$ cat src/rtl/queue_drain_serializer_pkg.sv
// Shared types and sizing helpers for queue_drain_serializer.
// Optional build macro: QUEUE_DRAIN_SERIALIZER_TIMEOUT_EN.
package queue_drain_serializer_pkg;

  typedef enum logic [1:0] {
    IDLE    = 2'd0,
    REQUEST = 2'd1,
    WAIT    = 2'd2,
    SEND    = 2'd3
  } state_e;

  function automatic int num_beats(
    input int data_size,
    input int beat_width
  );
    return (data_size + beat_width - 1) / beat_width;
  endfunction

  function automatic int idx_width(input int n);
    return (n > 1) ? $clog2(n) : 1;
  endfunction

  localparam int DEF_NUM_BEATS = num_beats(678, 128);
  localparam int DEF_IDX_W     = idx_width(DEF_NUM_BEATS);

endpackage

$ cat src/rtl/queue_drain_serializer_beat_slicer.sv
// Capture register and beat index; slices the packet into
// zero-padded beats.
module beat_slicer
  import queue_drain_serializer_pkg::*;
#(
  parameter int DATA_SIZE  = 678,
  parameter int BEAT_WIDTH = 128
) (
  input  logic                  clock,
  input  logic                  reset,
  input  logic                  i_load,
  input  logic [DATA_SIZE-1:0]  i_packet,
  input  logic                  i_advance,
  output logic [BEAT_WIDTH-1:0] o_data,
  output logic                  o_last
);

  localparam int NUM_BEATS = num_beats(DATA_SIZE, BEAT_WIDTH);
  localparam int IDX_W     = idx_width(NUM_BEATS);
  localparam int PAD_W     = NUM_BEATS * BEAT_WIDTH;

  logic [BEAT_WIDTH-1:0] r_beat [NUM_BEATS];
  logic [IDX_W-1:0]      r_idx;
  logic [PAD_W-1:0]      w_padded;
  logic                  w_last;

  // Zero-extension supplies the padding of the final beat.
  assign w_padded = PAD_W'(i_packet);
  assign w_last   = (r_idx == IDX_W'(NUM_BEATS - 1));

  always_ff @(posedge clock or posedge reset) begin
    if (reset) begin
      for (int b = 0; b < NUM_BEATS; b++) begin
        r_beat[b] <= '0;
      end
      r_idx <= '0;
    end else if (i_load) begin
      for (int b = 0; b < NUM_BEATS; b++) begin
        r_beat[b] <= w_padded[b*BEAT_WIDTH +: BEAT_WIDTH];
      end
      r_idx <= '0;
    end else if (i_advance) begin
      r_idx <= w_last ? '0 : r_idx + IDX_W'(1);
    end
  end

  assign o_data = r_beat[r_idx];
  assign o_last = w_last;

endmodule

$ cat src/rtl/queue_drain_serializer.sv
// Scheduler-side drain of the per-core queues into a beat stream.
// Optional: QUEUE_DRAIN_SERIALIZER_TIMEOUT_EN adds a WAIT watchdog.
module queue_drain_serializer
  import queue_drain_serializer_pkg::*;
#(
  parameter int NUMBER_OF_QUEUES = 4,
  parameter int DATA_SIZE        = 678,
  parameter int BEAT_WIDTH       = 128,
  parameter int REGISTER_SIZE    = 32
`ifdef QUEUE_DRAIN_SERIALIZER_TIMEOUT_EN
  ,parameter int TIMEOUT_CYCLES  = 16
`endif
) (
  input  logic                                clock,
  input  logic                                reset,
  input  logic                                sched_valid,
  input  logic [$clog2(NUMBER_OF_QUEUES)-1:0] sched_id,
  output logic                                sched_ready,
  input  logic [NUMBER_OF_QUEUES-1:0]         empty,
  output logic                                scheduler_to_queues_ready,
  output logic [$clog2(NUMBER_OF_QUEUES)-1:0] core_id,
  input  logic                                queues_to_serializer_valid,
  input  logic [DATA_SIZE-1:0]                queues_to_serializer_packet,
  output logic [BEAT_WIDTH-1:0]               beat_data,
  output logic                                beat_valid,
  output logic                                beat_last,
  input  logic                                beat_ready,
`ifdef QUEUE_DRAIN_SERIALIZER_TIMEOUT_EN
  output logic                                timeout_error,
`endif
  output logic                                busy,
  output logic [REGISTER_SIZE-1:0]            dropped_count
);

  localparam int CID_W = $clog2(NUMBER_OF_QUEUES);

  state_e                   r_state;
  logic [CID_W-1:0]         r_core_id;
  logic [REGISTER_SIZE-1:0] r_dropped;
  logic                     w_idle;
  logic                     w_send;
  logic                     w_load;
  logic                     w_advance;
  logic [BEAT_WIDTH-1:0]    w_data;
  logic                     w_last;

  assign w_idle    = (r_state == IDLE);
  assign w_send    = (r_state == SEND);
  assign w_load    = (r_state == WAIT) & queues_to_serializer_valid;
  assign w_advance = w_send & beat_ready;

`ifdef QUEUE_DRAIN_SERIALIZER_TIMEOUT_EN
  localparam int TO_W = $clog2(TIMEOUT_CYCLES + 1);

  logic [TO_W-1:0] r_wait_cnt;
  logic            r_timeout;
  logic            w_expire;

  assign w_expire = (r_state == WAIT) & ~queues_to_serializer_valid
                  & (r_wait_cnt == TO_W'(TIMEOUT_CYCLES - 1));

  always_ff @(posedge clock or posedge reset) begin
    if (reset) begin
      r_wait_cnt <= '0;
      r_timeout  <= 1'b0;
    end else begin
      if (r_state == WAIT) begin
        r_wait_cnt <= r_wait_cnt + TO_W'(1);
      end else begin
        r_wait_cnt <= '0;
      end
      if (w_expire) begin
        r_timeout <= 1'b1;
      end
    end
  end

  assign timeout_error = r_timeout;
`else
  logic w_expire;
  assign w_expire = 1'b0;
`endif

  always_ff @(posedge clock or posedge reset) begin
    if (reset) begin
      r_state   <= IDLE;
      r_core_id <= '0;
      r_dropped <= '0;
    end else begin
      unique case (r_state)
        IDLE: begin
          if (sched_valid) begin
            // Decisions for an empty queue are counted, never issued.
            if (empty[sched_id]) begin
              if (r_dropped != '1) begin
                r_dropped <= r_dropped + REGISTER_SIZE'(1);
              end
            end else begin
              r_core_id <= sched_id;
              r_state   <= REQUEST;
            end
          end
        end
        REQUEST: r_state <= WAIT;
        WAIT: begin
          if (queues_to_serializer_valid) begin
            r_state <= SEND;
          end else if (w_expire) begin
            r_state <= IDLE;
          end
        end
        SEND: begin
          if (beat_ready && w_last) begin
            r_state <= IDLE;
          end
        end
        default: r_state <= IDLE;
      endcase
    end
  end

  beat_slicer #(
    .DATA_SIZE  (DATA_SIZE),
    .BEAT_WIDTH (BEAT_WIDTH)
  ) u_slicer (
    .clock     (clock),
    .reset     (reset),
    .i_load    (w_load),
    .i_packet  (queues_to_serializer_packet),
    .i_advance (w_advance),
    .o_data    (w_data),
    .o_last    (w_last)
  );

  assign sched_ready               = w_idle & ~reset;
  assign scheduler_to_queues_ready = (r_state == REQUEST);
  assign core_id                   = r_core_id;
  assign beat_valid                = w_send;
  assign beat_data                 = w_send ? w_data : '0;
  assign beat_last                 = w_send & w_last;
  assign busy                      = ~w_idle;
  assign dropped_count             = r_dropped;

endmodule

$ cat config.mk
export PLATFORM = sky130hd
export DESIGN_NAME = queue_drain_serializer
export DESIGN_NICKNAME = d
export VERILOG_FILES = /design/src/rtl/queue_drain_serializer_pkg.sv /design/src/rtl/queue_drain_serializer_beat_slicer.sv /design/src/rtl/queue_drain_serializer.sv
export SDC_FILE = /design/constraint.sdc
export NUM_CORES = 1
export LEC_CHECK = 0
export ABC_AREA = 1
export BUFFER_PORTS_ARGS = -buffer_cell sky130_fd_sc_hd__buf_2
export CORE_AREA = 2 2 329 331
export DETAILED_ROUTE_END_ITERATION = 6
export DIE_AREA = 0 0 331 333
export MAX_ROUTING_LAYER = met4
export PLACE_DENSITY = 0.55
export SKIP_CTS_REPAIR_TIMING = 1
export SYNTH_ARGS = -nofsm -noshare
export SYNTH_HDL_FRONTEND = slang
export SYNTH_SLANG_ARGS = --single-unit
$ cat constraint.sdc
create_clock -name clock -period 25.8 [get_ports clock]
set_input_delay 1.29 -clock clock [delete_from_list [all_inputs] [get_ports clock]]
set_output_delay 1.29 -clock clock [all_outputs]
set_load 0.05 [all_outputs]
==> flow_summary_export.csv, run 1 <==
group,metric,value,unit
run_status,status,"completed",
route,viasPerCell,4.72,
floorplanning,dieArea,110000,sq um
setup_path,r2r_setup_slack,20090,ps
setup_path,end_kind,"output pin",
yosys,synth_area_leaders,"dfrtp_1 55%, mux2_2 14%, nand2_1 7.8%, a21oi_1 6.4%, nor2_1 3.6%",
grt,grt_use_total,0.214,
clock_tree,cts.path.max_buffers,3,
route,postRouteAntennaNets,0,
yosys,muxShareOfSynthArea,0.144,
final_layout,synthToLayoutAreaGrowth,26.3,%
timing,tns,0,ps
setup_path,cp.required,24510,ps
route,drc,0,
yosys,synth_warnings,0,
setup_path,cp-startpoint,"u_slicer.r_idx[0]$_DFFE_PP0P_",
timing,fin_hold_ws,500,ps
yosys,yosys.area_share.simple,0.126,
yosys,synth_top_family_by_area,"multiplexers",
pwr,p_seq_frac,0.363,
floorplanning,die_width,331,um
pwr,p_leak,0.0208,uW
grt,grt_max_degree,203,
final_layout,nets,4926,
timing,slew_violations,0,
yosys,synthDistinctLibCells,32,
final_layout,final-seq-area,17900,sq um
timing,tightest_slew,1200,ps
yosys,synth_top_area_share,0.545,
floorplanning,io_pins,856,
grt,grt_pass1_wl,171000,um
timing,period_share,0.244,
setup_path,r2r_end,"u_slicer.r_beat[181]$_DFFE_PP0P_",
pwr,swShare,0.391,
flow_run,drv_cap,0,
setup_path,cp-start-kind,"flip-flop",
yosys,synth_adder_area_share,0.00228,
yosys,yosys.area_share.xor_xnor,0.00346,
clock_tree,clock_latency,650,ps
placement,place_area,38400,sq um
placement,dp_hpwl,83100,um
pwr,clkPwrFrac,0.246,
route,wl_per_cell,20.3,um
floorplanning,start_util,0.309,
pwr,p_int,3170,uW
timing,fin_crit,6290,ps
yosys,synth_compound_area_frac,0.114,
clock_tree,cts_root_buffer,"clkbuf_16",
floorplanning,rows,120,
clock_tree,cts.sinks,717,
yosys,ys_seq_elements,717,
clock_tree,htree_levels,3,
grt,grt_pass1_vias,27500,
route,dr.pass1.iters,5,
pwr,combPwrFrac,0.391,
final_layout,drive_above_1_share,0.343,
final_layout,multi_input_area,12900,sq um
pwr,powerDensity,125,nW/um^2
timing,max_freq,159,MHz
yosys,postSynthAreaPerCell,9.49,sq um
placement,numPortBuffers,855,
grt,gr-total-overflow,0,
setup_path,ff2ff_path_depth,9,
timing,slew_headroom,0.188,
placement,place_congestion,0.892,
route,drtIter0Drc,1445,
clock_tree,cts_tree,"done",
yosys,syn_nets,4163,
pwr,ir_worst_vdd,0.0885,mV
yosys,synth_cells,3468,
floorplanning,coreArea,107000,sq um
final_layout,finalInstanceArea,41600,sq um
route,wirelength,117000,um
setup_path,critPathMaxFanout,68,
setup_path,critPathKind,"flip-flop to output pin",
timing,worst_clock_skew,25.2,ps
pwr,p_switching,2030,uW
yosys,yosysSeqAreaShare,0.545,
hold_path,hp-class,"flip-flop to flip-flop",
yosys,synth_top_area_cell,"dfrtp_1",
setup_path,rr_startpoint,"r_state[0]$_DFFE_PP0P_",
clock_tree,clk_pin_slew,50,ps
floorplanning,die_y,333,um
final_layout,fill_cells,10900,
timing,final-setup-viol-count,0,
yosys,syn_area,32900,sq um
route,routed-via-count,27300,
setup_path,endpoint,"beat_data[3]",
timing,hold_viol_final,0,
timing,rsz0062_at_grt,"false",
grt,antenna_found_initial,84,
setup_path,cp_data_arrival_time,5000,ps
clock_tree,cts_buffers,84,
power groups by stage:
stage / clock network [uW] / logic, uW / registers (uW)
2_1_floorplan: 0 / 1490 / 1850
3_3_place_gp: 0 / 2020 / 1880
3_5_place_dp: 0 / 2050 / 1900
4_1_cts: 1310 / 2060 / 1880
5_1_grt: 1360 / 2250 / 1940
6_report: 1280 / 2030 / 1890
flip-flops by register name, indices dropped and copies added (netlist names):
register,count
u_slicer.r_idx,3
r_state,2
core_id,2
dropped_count,32
u_slicer.r_beat,678
area by class of cell:
class,count,area share
Antenna cell,79,0.00476
Multi-Input combinational cell,2220,0.309
Clock inverter,28,0.0116
Clock buffer,125,0.0606
Timing Repair Buffer,895,0.111
Inverter,313,0.0286
Sequential cell,717,0.432
Tap cell,1403,0.0422
metrics by stage:
stage               worst slack (ps)  total power, uW  std cells   util
global route                   19040             5550       5776  0.390
CTS                            19290             5260       5701  0.388
floorplan                       4400             3340       3468      -
global placement               19420             3910       5548  0.360
finish                         19510             5200       5780  0.390
detailed placement             19430             3950       5548  0.360
per-layer routing:
layer | wire length [um] | global-route usage
met1 | 50000 | 0.263
met4 | 3830 | 0.0836
met5 | 0 | -
met2 | 54900 | 0.332
met3 | 8340 | 0.0586
placed cells by master, fill, tap and decap left out, drive strengths merged, types with 106 or more instances in the layout:
cell / Yosys / final
buf: 131 / 895
dfrtp: 717 / 717
nand2: 687 / 687
a21oi: 422 / 422
mux2: 420 / 420
nor2: 319 / 319
inv: 313 / 315
o21ai: 188 / 188
clkbuf: 87 / 125
o22ai: 106 / 106
critical path: stages (launching register included):
cell	delay, ps
dfrtp_1	620
clkinv_2	320
buf_4	410
nor2_4	880
buf_4	550
buf_4	480
nand2_1	90
nand2_1	70
o21ai_0	100
buf_4	190
a21oi_1	240
buf_2	330
cell usage after synthesis:
| library cell | count |
|---|---|
| xor2_1 | 7 |
| nand3b_1 | 10 |
| dfrtp_1 | 717 |
| o21bai_1 | 1 |
| nand3_1 | 15 |
| a21oi_1 | 422 |
| nand2_1 | 684 |
| o21ai_2 | 1 |
| buf_6 | 2 |
| buf_2 | 117 |
| nand3_2 | 1 |
| buf_1 | 11 |
| a22oi_1 | 2 |
| nor3_1 | 5 |
| buf_4 | 1 |
| nor2_1 | 313 |
| o21ai_0 | 152 |
| inv_2 | 3 |
| or2_2 | 1 |
| mux2_2 | 420 |
| nand4_1 | 23 |
| clkbuf_1 | 87 |
| nor2_2 | 4 |
| inv_1 | 310 |
| nor2_4 | 2 |
| xnor2_1 | 6 |
| nand2_4 | 1 |
| nand2_2 | 2 |
| o41ai_1 | 1 |
| o21ai_1 | 35 |
| o22ai_1 | 106 |
| ha_1 | 6 |
cell families (layout without fill, tap and decap cells):
family,after synthesis,in the layout
AND/OR/NAND/NOR,1061,1061
AO/OA/AOI/OAI,720,720
flip-flops,717,717
buffers and inverters,531,1361
multiplexers,420,420
XOR/XNOR,13,13
adder cells (fa/ha/maj),6,6
other,0,79
worst min-delay path by stage:
stage,start,endpoint,cells after the start
2_1_floorplan,u_slicer.r_beat[0]$_DFFE_PP0P_,u_slicer.r_beat[0]$_DFFE_PP0P_,1
3_3_place_gp,u_slicer.r_beat[20]$_DFFE_PP0P_,u_slicer.r_beat[20]$_DFFE_PP0P_,1
3_5_place_dp,u_slicer.r_beat[21]$_DFFE_PP0P_,u_slicer.r_beat[21]$_DFFE_PP0P_,1
4_1_cts,u_slicer.r_beat[21]$_DFFE_PP0P_,u_slicer.r_beat[21]$_DFFE_PP0P_,1
5_1_grt,u_slicer.r_beat[25]$_DFFE_PP0P_,u_slicer.r_beat[25]$_DFFE_PP0P_,1
6_report,u_slicer.r_beat[8]$_DFFE_PP0P_,u_slicer.r_beat[8]$_DFFE_PP0P_,1
(Power assumes the default switching activity.)
==> run 2: changes to the inputs <==
- clock period: 25.8 -> 6.2 ns (I/O delays scaled with it)
==> flow_summary_export.csv, run 2 (synthesis results as in run 1) <==
group,metric,value,unit
run_status,status,"completed",
pwr,p_seq_frac,0.361,
pwr,p_total,22000,uW
setup_path,cp.required,5890,ps
clock_tree,cts_tree,"done",
setup_path,ff2ff_path_depth,6,
grt,gr-total-overflow,0,
clock_tree,cts_buffers,85,
pwr,ir_worst_vdd,0.366,mV
setup_path,rr_startpoint,"r_state[0]$_DFFE_PP0P_",
placement,place_ws,2070,ps
placement,place_congestion,0.975,
hold_path,holdPathStages,2,
route,viasPerCell,4.74,
hold_path,hold-path-endpoint,"u_slicer.r_beat[394]$_DFFE_PP0P_",
final_layout,layout_commonest_cell,"buf_2",
route,dr.pass1.iters,6,
placement,dp_hpwl,87600,um
final_layout,top_register,"u_slicer.r_beat",
floorplanning,die_width,331,um
setup_path,cp-start-kind,"flip-flop",
hold_path,hp-start,"queues_to_serializer_packet[266]",
setup_path,cp_slowest_cell,"nor2_4",
clock_tree,htree_levels,3,
clock_tree,clk_pin_slew,60,ps
setup_path,r2r_end,"u_slicer.r_beat[208]$_DFFE_PP0P_",
placement,numPortBuffers,855,
final_layout,drive_above_1_share,0.297,
timing,hold_viol_final,0,
grt,antenna_found_initial,36,
floorplanning,coreArea,107000,sq um
flow_run,drv_cap,0,
final_layout,fill_cells,10200,
timing,period_share,0.761,
timing,tns,0,ps
setup_path,cp.depth,8,
pwr,powerDensity,456,nW/um^2
setup_path,critical_path.max_stage_delay,1030,ps
timing,max_freq,212,MHz
timing,tightest_slew,1180,ps
timing,fin_crit,4720,ps
pwr,swShare,0.402,
route,wl_per_cell,19.9,um
setup_path,crit_path_cell_trace,"inv_4, nor2_1, inv_2, nor2_4, buf_4, nand2_1, a21oi_1, buf_2",
pwr,combPwrFrac,0.414,
final_layout,nets,5627,
grt,grt_use_total,0.221,
setup_path,crit_buf_inv,4,
setup_path,crit_family,"simple AND/OR/NAND/NOR gates",
route,postRouteAntennaNets,0,
grt,grt_pass1_wl,176000,um
grt,grt_max_degree,161,
pwr,p_switching,8860,uW
setup_path,r2r_setup_slack,3400,ps
pwr,p_leak,0.0237,uW
timing,slew_headroom,0.210,
timing,setup_ws,1480,ps
final_layout,synthToLayoutAreaGrowth,46.7,%
timing,slew_violations,0,
setup_path,cp_data_arrival_time,4410,ps
clock_tree,cts.sinks,717,
route,drc,0,
timing,rsz0062_at_grt,"false",
grt,grt_pass1_vias,27300,
floorplanning,die_y,333,um
floorplanning,rows,120,
clock_tree,cts_root_buffer,"clkbuf_16",
setup_path,end_kind,"output pin",
final_layout,final_cell_mix,"855 x buf_2, 717 x dfrtp_1, 681 x nand2_1, 681 x dlygate4sd3_1, 422 x a21oi_1",
setup_path,critPathKind,"flip-flop to output pin",
route,wirelength,128000,um
floorplanning,io_pins,856,
hold_path,hp-class,"primary input to flip-flop",
floorplanning,dieArea,110000,sq um
clock_tree,cts.path.max_buffers,3,
route,routed-via-count,30500,
timing,final-setup-viol-count,0,
pwr,p_int,13200,uW
route,drtIter0Drc,2310,
pwr,clkPwrFrac,0.225,
final_layout,largest_reg_flops,678,
timing,worst_clock_skew,22.4,ps
floorplanning,start_util,0.309,
setup_path,critPathMaxFanout,40,
clock_tree,clock_latency,660,ps
run 2: how the worst max path moves through the flow:
stage,from,slack (ps),to
final,u_slicer.r_idx[2]$_DFFE_PP0P_,1480,beat_data[113]
after global routing,u_slicer.r_idx[2]$_DFFE_PP0P_,1250,beat_data[113]
after CTS,u_slicer.r_idx[0]$_DFFE_PP0P_,1340,beat_data[64]
after detailed placement,u_slicer.r_idx[0]$_DFFE_PP0P_,2070,beat_data[64]
after global placement,u_slicer.r_idx[0]$_DFFE_PP0P_,2140,beat_data[65]
after floorplan,reset,-3930,core_id[0]$_DFFE_PP0P_
run 2: final cells by class:
cell class	instances	area [sq um]	area share
repair buffers	1595	11700	0.243
clock inverters	21	258	0.00534
well taps	1403	1760	0.0363
flip-flops and latches	717	17900	0.371
multi-input cells	2220	12900	0.266
clock buffers	124	2450	0.0508
diodes	41	103	0.00212
inverters	313	1190	0.0246
run 2: through the flow:
stage	area, sq um	hold WS, ps	util	std cells
detailed placement	38700	488	0.363	5567
CTS	41400	-185	0.388	5712
finish	48300	49.2	0.453	6434
global route	48300	43.8	0.453	6426
floorplan	32900	431	-	3468
global placement	38700	481	0.363	5567
run 2: power groups by stage:
stage,sequential [uW],combinational [uW],clock (uW)
floorplan,7690,6190,0
global placement,7950,8680,0
detailed placement,8000,8770,0
CTS,7930,8790,5070
global route,8170,9940,5270
finish,7960,9130,4960
run 2: per-layer routing:
metal,wire length [um],GRT usage,part of all wire,vias up
met3,7050,0.0519,0.055,265
li1,-,-,-,14400
met5,0,-,0,-
met1,55000,0.277,0.43,14800
met4,4140,0.0795,0.032,0
met2,61600,0.346,0.48,1047
